**src/rtl/mips_sc_controller_if.sv**
```systemverilog
// Control bundle between the single-cycle MIPS controller and its datapath/host.
// The slave modport is the controller's view; the master modport is the driver's view.
interface mips_sc_controller_if #(
    parameter int unsigned CNT_W = 16
);
    logic             start;
    logic [31:0]      instruction;
    logic             zeroflag;
    logic             ldinpc;
    logic             initpc;
    logic             JumpSrc;
    logic             PCsignal;
    logic             PCSrc;
    logic             RegDst;
    logic             RegWSrc;
    logic             WriteSrc;
    logic             RegWrite;
    logic             ALUSrc;
    logic             MemtoReg;
    logic             MemRead;
    logic             MemWrite;
    logic [2:0]       ALUoperation;
    logic             busy;
    logic             done;
    logic             illegal;
    logic             timeout;
    logic [CNT_W-1:0] instr_count;

    modport slave (
        input  start, instruction, zeroflag,
        output ldinpc, initpc, JumpSrc, PCsignal, PCSrc,
               RegDst, RegWSrc, WriteSrc, RegWrite,
               ALUSrc, MemtoReg, MemRead, MemWrite, ALUoperation,
               busy, done, illegal, timeout, instr_count
    );

    modport master (
        output start, instruction, zeroflag,
        input  ldinpc, initpc, JumpSrc, PCsignal, PCSrc,
               RegDst, RegWSrc, WriteSrc, RegWrite,
               ALUSrc, MemtoReg, MemRead, MemWrite, ALUoperation,
               busy, done, illegal, timeout, instr_count
    );
endinterface

```
**src/rtl/mips_sc_controller.sv**
```systemverilog
// Single-cycle MIPS control decoder plus IDLE/INIT/RUN/HALT run sequencer.
// Optional RUN-cycle watchdog is built when MIPSCTRL_WATCHDOG_EN is defined.
module mips_sc_controller #(
    parameter int unsigned CNT_W      = 16,
    parameter int unsigned MAX_CYCLES = 1000
) (
    input  logic                 clk,
    input  logic                 rst,
    mips_sc_controller_if.slave  bus
);

    localparam logic [5:0] OP_RTYPE = 6'h00;
    localparam logic [5:0] OP_J     = 6'h02;
    localparam logic [5:0] OP_JAL   = 6'h03;
    localparam logic [5:0] OP_BEQ   = 6'h04;
    localparam logic [5:0] OP_ADDI  = 6'h08;
    localparam logic [5:0] OP_SLTI  = 6'h0A;
    localparam logic [5:0] OP_LW    = 6'h23;
    localparam logic [5:0] OP_SW    = 6'h2B;
    localparam logic [5:0] OP_HALT  = 6'h3F;

    localparam logic [5:0] FN_JR    = 6'h08;
    localparam logic [5:0] FN_ADD   = 6'h20;
    localparam logic [5:0] FN_SUB   = 6'h22;
    localparam logic [5:0] FN_AND   = 6'h24;
    localparam logic [5:0] FN_OR    = 6'h25;
    localparam logic [5:0] FN_SLT   = 6'h2A;

    localparam logic [2:0] ALU_AND  = 3'b000;
    localparam logic [2:0] ALU_OR   = 3'b001;
    localparam logic [2:0] ALU_ADD  = 3'b010;
    localparam logic [2:0] ALU_SUB  = 3'b110;
    localparam logic [2:0] ALU_SLT  = 3'b111;

    typedef struct packed {
        logic       jumpsrc;
        logic       pcsignal;
        logic       pcsrc;
        logic       regdst;
        logic       regwsrc;
        logic       writesrc;
        logic       regwrite;
        logic       alusrc;
        logic       memtoreg;
        logic       memread;
        logic       memwrite;
        logic [2:0] aluop;
    } ctrl_t;

    typedef enum logic [1:0] {
        S_IDLE = 2'd0,
        S_INIT = 2'd1,
        S_RUN  = 2'd2,
        S_HALT = 2'd3
    } state_t;

    state_t           r_state;
    state_t           w_state_nxt;
    ctrl_t            w_dec;
    ctrl_t            w_ctrl;
    logic             w_legal;
    logic             w_halt_op;
    logic             w_run;
    logic             w_retire;
    logic             w_enter_init;
    logic             w_wd_hit;
    logic [CNT_W-1:0] r_count;
    logic             r_illegal;
    logic             r_timeout;
    logic [5:0]       w_op;
    logic [5:0]       w_funct;
    logic             w_unused;

    assign w_op     = bus.instruction[31:26];
    assign w_funct  = bus.instruction[5:0];
    assign w_unused = ^bus.instruction[25:6];

    // Raw instruction decode, independent of run state
    always_comb begin
        w_dec     = '0;
        w_legal   = 1'b1;
        w_halt_op = 1'b0;
        unique case (w_op)
            OP_RTYPE: begin
                w_dec.regdst   = 1'b1;
                w_dec.regwrite = 1'b1;
                unique case (w_funct)
                    FN_ADD:  w_dec.aluop = ALU_ADD;
                    FN_SUB:  w_dec.aluop = ALU_SUB;
                    FN_AND:  w_dec.aluop = ALU_AND;
                    FN_OR:   w_dec.aluop = ALU_OR;
                    FN_SLT:  w_dec.aluop = ALU_SLT;
                    FN_JR: begin
                        w_dec          = '0;
                        w_dec.pcsignal = 1'b1;
                    end
                    default: begin
                        w_dec   = '0;
                        w_legal = 1'b0;
                    end
                endcase
            end
            OP_ADDI: begin
                w_dec.alusrc   = 1'b1;
                w_dec.regwrite = 1'b1;
                w_dec.aluop    = ALU_ADD;
            end
            OP_SLTI: begin
                w_dec.alusrc   = 1'b1;
                w_dec.regwrite = 1'b1;
                w_dec.aluop    = ALU_SLT;
            end
            OP_LW: begin
                w_dec.alusrc   = 1'b1;
                w_dec.aluop    = ALU_ADD;
                w_dec.memread  = 1'b1;
                w_dec.memtoreg = 1'b1;
                w_dec.regwrite = 1'b1;
            end
            OP_SW: begin
                w_dec.alusrc   = 1'b1;
                w_dec.aluop    = ALU_ADD;
                w_dec.memwrite = 1'b1;
            end
            OP_BEQ: begin
                w_dec.aluop = ALU_SUB;
                w_dec.pcsrc = bus.zeroflag;
            end
            OP_J: begin
                w_dec.pcsignal = 1'b1;
                w_dec.jumpsrc  = 1'b1;
            end
            OP_JAL: begin
                w_dec.pcsignal = 1'b1;
                w_dec.jumpsrc  = 1'b1;
                w_dec.regwsrc  = 1'b1;
                w_dec.writesrc = 1'b1;
                w_dec.regwrite = 1'b1;
            end
            OP_HALT: w_halt_op = 1'b1;
            default: w_legal   = 1'b0;
        endcase
    end

    assign w_run        = (r_state == S_RUN);
    assign w_retire     = w_run && w_legal && !w_halt_op;
    assign w_ctrl       = w_retire ? w_dec : '0;
    assign w_enter_init = ((r_state == S_IDLE) || (r_state == S_HALT)) && bus.start;

`ifdef MIPSCTRL_WATCHDOG_EN
    localparam int unsigned CYC_W = (MAX_CYCLES < 2) ? 1 : $clog2(MAX_CYCLES);

    logic [CYC_W-1:0] r_cyc;

    // RUN-cycle counter; the limit edge is the one where MAX_CYCLES RUN edges have elapsed
    always_ff @(posedge clk or posedge rst) begin
        if (rst) begin
            r_cyc <= '0;
        end else if (w_enter_init) begin
            r_cyc <= '0;
        end else if (w_run) begin
            r_cyc <= r_cyc + CYC_W'(1);
        end
    end

    assign w_wd_hit = w_run && (MAX_CYCLES != 0) && (r_cyc == CYC_W'(MAX_CYCLES - 1));
`else
    localparam int unsigned UNUSED_MAX_CYCLES = MAX_CYCLES;

    assign w_wd_hit = 1'b0;
`endif

    always_ff @(posedge clk or posedge rst) begin
        if (rst) begin
            r_state <= S_IDLE;
        end else begin
            r_state <= w_state_nxt;
        end
    end

    always_comb begin
        w_state_nxt = r_state;
        unique case (r_state)
            S_IDLE: if (bus.start) w_state_nxt = S_INIT;
            S_INIT: w_state_nxt = S_RUN;
            S_RUN:  if (w_halt_op || !w_legal || w_wd_hit) w_state_nxt = S_HALT;
            S_HALT: if (bus.start) w_state_nxt = S_INIT;
            default: w_state_nxt = S_IDLE;
        endcase
    end

    // Retire counter and sticky status; a halt opcode at the limit edge suppresses timeout
    always_ff @(posedge clk or posedge rst) begin
        if (rst) begin
            r_count   <= '0;
            r_illegal <= 1'b0;
            r_timeout <= 1'b0;
        end else if (w_enter_init) begin
            r_count   <= '0;
            r_illegal <= 1'b0;
            r_timeout <= 1'b0;
        end else if (w_run) begin
            if (w_retire && (r_count != '1)) begin
                r_count <= r_count + CNT_W'(1);
            end
            if (!w_legal) begin
                r_illegal <= 1'b1;
            end
            if (w_wd_hit && w_legal && !w_halt_op) begin
                r_timeout <= 1'b1;
            end
        end
    end

    assign bus.ldinpc       = w_retire;
    assign bus.initpc       = (r_state == S_INIT);
    assign bus.JumpSrc      = w_ctrl.jumpsrc;
    assign bus.PCsignal     = w_ctrl.pcsignal;
    assign bus.PCSrc        = w_ctrl.pcsrc;
    assign bus.RegDst       = w_ctrl.regdst;
    assign bus.RegWSrc      = w_ctrl.regwsrc;
    assign bus.WriteSrc     = w_ctrl.writesrc;
    assign bus.RegWrite     = w_ctrl.regwrite;
    assign bus.ALUSrc       = w_ctrl.alusrc;
    assign bus.MemtoReg     = w_ctrl.memtoreg;
    assign bus.MemRead      = w_ctrl.memread;
    assign bus.MemWrite     = w_ctrl.memwrite;
    assign bus.ALUoperation = w_ctrl.aluop;
    assign bus.busy         = (r_state == S_INIT) || (r_state == S_RUN);
    assign bus.done         = (r_state == S_HALT);
    assign bus.illegal      = r_illegal;
    assign bus.timeout      = r_timeout;
    assign bus.instr_count  = r_count;

endmodule

```
**src/flat_wrapper.sv**
```systemverilog
// flat-port wrapper written by rule: the top's interface ports become plain ports
module mips_sc_controller_flat 
#(
    parameter int unsigned CNT_W      = 16,
    parameter int unsigned MAX_CYCLES = 1000
)
  (clk, rst, bus_start, bus_instruction, bus_zeroflag, bus_ldinpc, bus_initpc, bus_JumpSrc, bus_PCsignal, bus_PCSrc, bus_RegDst, bus_RegWSrc, bus_WriteSrc, bus_RegWrite, bus_ALUSrc, bus_MemtoReg, bus_MemRead, bus_MemWrite, bus_ALUoperation, bus_busy, bus_done, bus_illegal, bus_timeout, bus_instr_count);
  mips_sc_controller_if #(.CNT_W(CNT_W)) bus_i ();
  input  logic clk;
  input  logic rst;
  input wire logic [$bits(bus_i.start)-1:0] bus_start;
  input wire logic [$bits(bus_i.instruction)-1:0] bus_instruction;
  input wire logic [$bits(bus_i.zeroflag)-1:0] bus_zeroflag;
  output wire logic [$bits(bus_i.ldinpc)-1:0] bus_ldinpc;
  output wire logic [$bits(bus_i.initpc)-1:0] bus_initpc;
  output wire logic [$bits(bus_i.JumpSrc)-1:0] bus_JumpSrc;
  output wire logic [$bits(bus_i.PCsignal)-1:0] bus_PCsignal;
  output wire logic [$bits(bus_i.PCSrc)-1:0] bus_PCSrc;
  output wire logic [$bits(bus_i.RegDst)-1:0] bus_RegDst;
  output wire logic [$bits(bus_i.RegWSrc)-1:0] bus_RegWSrc;
  output wire logic [$bits(bus_i.WriteSrc)-1:0] bus_WriteSrc;
  output wire logic [$bits(bus_i.RegWrite)-1:0] bus_RegWrite;
  output wire logic [$bits(bus_i.ALUSrc)-1:0] bus_ALUSrc;
  output wire logic [$bits(bus_i.MemtoReg)-1:0] bus_MemtoReg;
  output wire logic [$bits(bus_i.MemRead)-1:0] bus_MemRead;
  output wire logic [$bits(bus_i.MemWrite)-1:0] bus_MemWrite;
  output wire logic [$bits(bus_i.ALUoperation)-1:0] bus_ALUoperation;
  output wire logic [$bits(bus_i.busy)-1:0] bus_busy;
  output wire logic [$bits(bus_i.done)-1:0] bus_done;
  output wire logic [$bits(bus_i.illegal)-1:0] bus_illegal;
  output wire logic [$bits(bus_i.timeout)-1:0] bus_timeout;
  output wire logic [$bits(bus_i.instr_count)-1:0] bus_instr_count;
  assign bus_i.start = bus_start;
  assign bus_i.instruction = bus_instruction;
  assign bus_i.zeroflag = bus_zeroflag;
  assign bus_ldinpc = bus_i.ldinpc;
  assign bus_initpc = bus_i.initpc;
  assign bus_JumpSrc = bus_i.JumpSrc;
  assign bus_PCsignal = bus_i.PCsignal;
  assign bus_PCSrc = bus_i.PCSrc;
  assign bus_RegDst = bus_i.RegDst;
  assign bus_RegWSrc = bus_i.RegWSrc;
  assign bus_WriteSrc = bus_i.WriteSrc;
  assign bus_RegWrite = bus_i.RegWrite;
  assign bus_ALUSrc = bus_i.ALUSrc;
  assign bus_MemtoReg = bus_i.MemtoReg;
  assign bus_MemRead = bus_i.MemRead;
  assign bus_MemWrite = bus_i.MemWrite;
  assign bus_ALUoperation = bus_i.ALUoperation;
  assign bus_busy = bus_i.busy;
  assign bus_done = bus_i.done;
  assign bus_illegal = bus_i.illegal;
  assign bus_timeout = bus_i.timeout;
  assign bus_instr_count = bus_i.instr_count;
  mips_sc_controller #(.CNT_W(CNT_W), .MAX_CYCLES(MAX_CYCLES)) u_core (.clk(clk), .rst(rst), .bus(bus_i));
endmodule
```
**config.mk**
```make
export PLATFORM = sky130hd
export DESIGN_NAME = mips_sc_controller_flat
export DESIGN_NICKNAME = d
export VERILOG_FILES = /design/src/rtl/mips_sc_controller_if.sv /design/src/rtl/mips_sc_controller.sv /design/src/flat_wrapper.sv
export SDC_FILE = /design/constraint.sdc
export NUM_CORES = 1
export LEC_CHECK = 0
export CORE_ASPECT_RATIO = 0.9
export CORE_MARGIN = 2
export CORE_UTILIZATION = 41
export CTS_BUF_LIST = sky130_fd_sc_hd__clkbuf_16
export CTS_CLUSTER_DIAMETER = 30
export DETAILED_ROUTE_END_ITERATION = 10
export PLACE_DENSITY_LB_ADDON = 0.08
export SLEW_MARGIN = 20
export SYNTH_ARGS = -nofsm -noshare
export SYNTH_HDL_FRONTEND = slang
export SYNTH_SLANG_ARGS = --single-unit
```
**constraint.sdc**
```tcl
create_clock -name clk -period 8.9 [get_ports clk]
set_input_delay 2.67 -clock clk [delete_from_list [all_inputs] [get_ports clk]]
set_output_delay 2.67 -clock clk [all_outputs]
set_load 0.005 [all_outputs]
```
==> results.sh <==
export IMPL_crit_reg2reg_capture="u_core.bus.instr_count[7]"
export IMPL_clk_pin_slew_ps=50
export IMPL_min_from="u_core.bus.illegal"
export IMPL_synth_compound_area_share=0.232
export IMPL_wl_met1_um=1920
export IMPL_layout_common_cells="50 x clkdlybuf4s50_1, 19 x a21oi_1, 19 x dfrtp_1"
export IMPL_leakagePower_nw=0.767
export IMPL_syn_area_um2=1540
export IMPL_setup_viol=0
export IMPL_nets=274
export IMPL_port_buffers=50
export IMPL_clock_latency_ps=250
export IMPL_slew_viol_final=0
export IMPL_cts_sinks=19
export IMPL_status="complete, no violations"
export IMPL_crit_arrival_ps=5630
export IMPL_synth_top_family_by_area="simple AND/OR/NAND/NOR gates"
export IMPL_grt_max_degree=44
export IMPL_async_flop_share=1.00
export IMPL_die_x_um=68.7
export IMPL_cts_resized=0
export IMPL_worstPathRequired_ps=6230
export IMPL_min_to="u_core.bus.illegal"
export IMPL_dp_slack_ps=622
export IMPL_grt_overflow=0
export IMPL_regArea_um2=475
export IMPL_cts_tree="yes"
export IMPL_drtIter0Drc=114
export IMPL_finalHoldViolCount=0
export IMPL_core_area_um2=3650
export IMPL_startpoint="bus_instruction[28]"
export IMPL_ys_types=45
export IMPL_clock_skew_ps=2.73
export IMPL_drive_above_1_share=0.0431
export IMPL_fp_row_count=21
export IMPL_gp_congestion=0.776
export IMPL_h_tree_depth=1
export IMPL_period_needed_ps=8300
export IMPL_holdBufCountCts=0
export IMPL_path_cells="clkdlybuf4s50_1, nor4_4, o211ai_1, nor3_2, o311ai_4, buf_4, a2111oi_0, clkdlybuf4s50_1"
export IMPL_hp_class="reg2reg"
export IMPL_r2r_cells=7
export IMPL_worst_setup_path_end_kind="output port"
export IMPL_routed_wl_um=4100
export IMPL_multiInputGateArea_um2=952
export IMPL_cap_violations=0
export IMPL_ir_worst_vdd_uv=156
export IMPL_yosysSeqAreaShare=0.308
export IMPL_root_buffer="clkbuf_16"
export IMPL_setup_tns_ps=0
export IMPL_avgSynthCellArea_um2=7.99
export IMPL_grt_pass1_vias=1443
export IMPL_r2r_slack_ps=6630
export IMPL_ys_ff_latch=19
export IMPL_die_height_um=62.2
export IMPL_fin_crit_sh=0.933
export IMPL_yosys_warnings=0
export IMPL_numCtsBuffers=3
export IMPL_startpoint_type="input pin"
export IMPL_dr_wl_met3_um=260
export IMPL_start_util=0.422
export IMPL_grt_usage=0.198
export IMPL_wl_per_cell_um=14.7
export IMPL_synth_cells=193
export IMPL_cp_slowest_stage_delay_ps=640
export IMPL_final_common_cell="clkdlybuf4s50_1"
export IMPL_syn_nets=234
export IMPL_drtPass1Iterations=4
export IMPL_setup_ws_ps=600
export IMPL_tightest_slew_ps=811
export IMPL_synth_edf_count=0
export IMPL_maxUsedRoutingLayer="met4"
export IMPL_fill_cells=317
export IMPL_crit_slowest_cell="clkdlybuf4s50_1"
export IMPL_drc=0
export IMPL_area_delta_synth_final_pct=36.0
export IMPL_critical_path_class="in2out"
export IMPL_min_path_cells=2
export IMPL_synth_xor_area_frac=0
export IMPL_synthSimpleGateAreaFrac=0.329
export IMPL_cp_max_fo=43
export IMPL_die_area_um2=4270
export IMPL_critPathTopFamily="buffers and inverters"
export IMPL_rsz0062_at_grt="no"
export IMPL_wl_met2_um=1910
export IMPL_synth_adder_area_share=0.0406
export IMPL_grt_pass1_wl_um=6690
export IMPL_io_pins=72
export IMPL_slew_headroom=0.457
export IMPL_dr_total_vias=1616
export IMPL_rr_startpoint="u_core.bus.instr_count[0]"
export IMPL_crit_buf_inv=3
export IMPL_ant_nets=0
export IMPL_cts_setup_buffers=0
export IMPL_antennaDiodeCount=0
export IMPL_max_freq_ghz=0.120
export IMPL_via_per_inst=5.81
export IMPL_antenna_found_initial=0
export IMPL_dp_hpwl_um=2970
export IMPL_cpMostUsedCell="clkdlybuf4s50_1"
export IMPL_synthFlopType="dfrtp_1"
export IMPL_synthMuxAreaShare=0.00649
export IMPL_power_density_nw_per_um2=140
export IMPL_clock_path_buffers=2
==> state kept, by name, indices dropped and copies added, names as in the netlist <==
name	cells
u_core.bus.instr_count	16
u_core.r_state	2
u_core.bus.illegal	1
==> cell usage after synthesis (5+ instances only) <==
cell	count	area, um^2
nand4_1	5	31.3
a21oi_1	19	95.1
nand2_1	18	67.6
nor2_1	15	56.3
ha_1	5	62.6
or3_1	7	43.8
buf_2	7	35.0
nand3_1	8	40.0
or4_1	5	37.5
o31ai_1	6	45.0
nor3_1	6	30.0
o21ai_0	11	55.1
inv_1	7	26.3
dfrtp_1	19	475
==> how the worst max path moves through the flow <==
stage                        end  cells after the start
floorplan           bus_WriteSrc                      8
global placement      bus_ALUSrc                      8
detailed placement    bus_ALUSrc                      8
CTS                   bus_ALUSrc                      8
global route          bus_ALUSrc                      8
finish                bus_ALUSrc                      8
==> per-stage QoR <==
stage	std cells	util	hold slack, ps	cell area (um^2)	power, mW
2_1_floorplan	193	-	486	1540	0.157
3_3_place_gp	274	0.553	482	2020	0.198
3_5_place_dp	274	0.553	502	2020	0.201
4_1_cts	278	0.575	514	2100	0.295
5_1_grt	278	0.575	550	2100	0.312
6_report	278	0.575	516	2100	0.293
==> metal layers <==
layer  GRT usage  vias to the layer above
met5           0                        -
met4      0.0300                        0
met3      0.0326                        2
met2       0.296                       56
met1       0.302                      764
li1            -                      794
==> power breakdown <==
group | internal [mW] | leakage [nW] | switching (mW)
clock | 0.0598 | 0.0423 | 0.0328
combinational | 0.0461 | 0.467 | 0.0534
sequential | 0.0941 | 0.258 | 0.00679
total | 0.200 | 0.767 | 0.0930
==> worst min-delay path, cell delays in order, from the launching register on <==
cell and delay, ps:
dfrtp_1 350, a21oi_1 50, nor2_1 80
==> layout make-up <==
| cell class | instances | area share |
|---|---|---|
| Tap cell | 46 | 0.0274 |
| Sequential cell | 19 | 0.227 |
| Clock buffer | 3 | 0.0358 |
| Multi-Input combinational cell | 151 | 0.454 |
| Timing Repair Buffer | 51 | 0.242 |
| Inverter | 7 | 0.0125 |
| Clock inverter | 1 | 0.00179 |
==> logic make-up after synthesis <==
family | after synthesis
compound gates | 55
mux | 1
simple gates | 89
fa+ha+maj | 5
flops | 19
other cells | 1
buf+inv | 23
No activity file was read; power rests on OpenSTA's default activity.
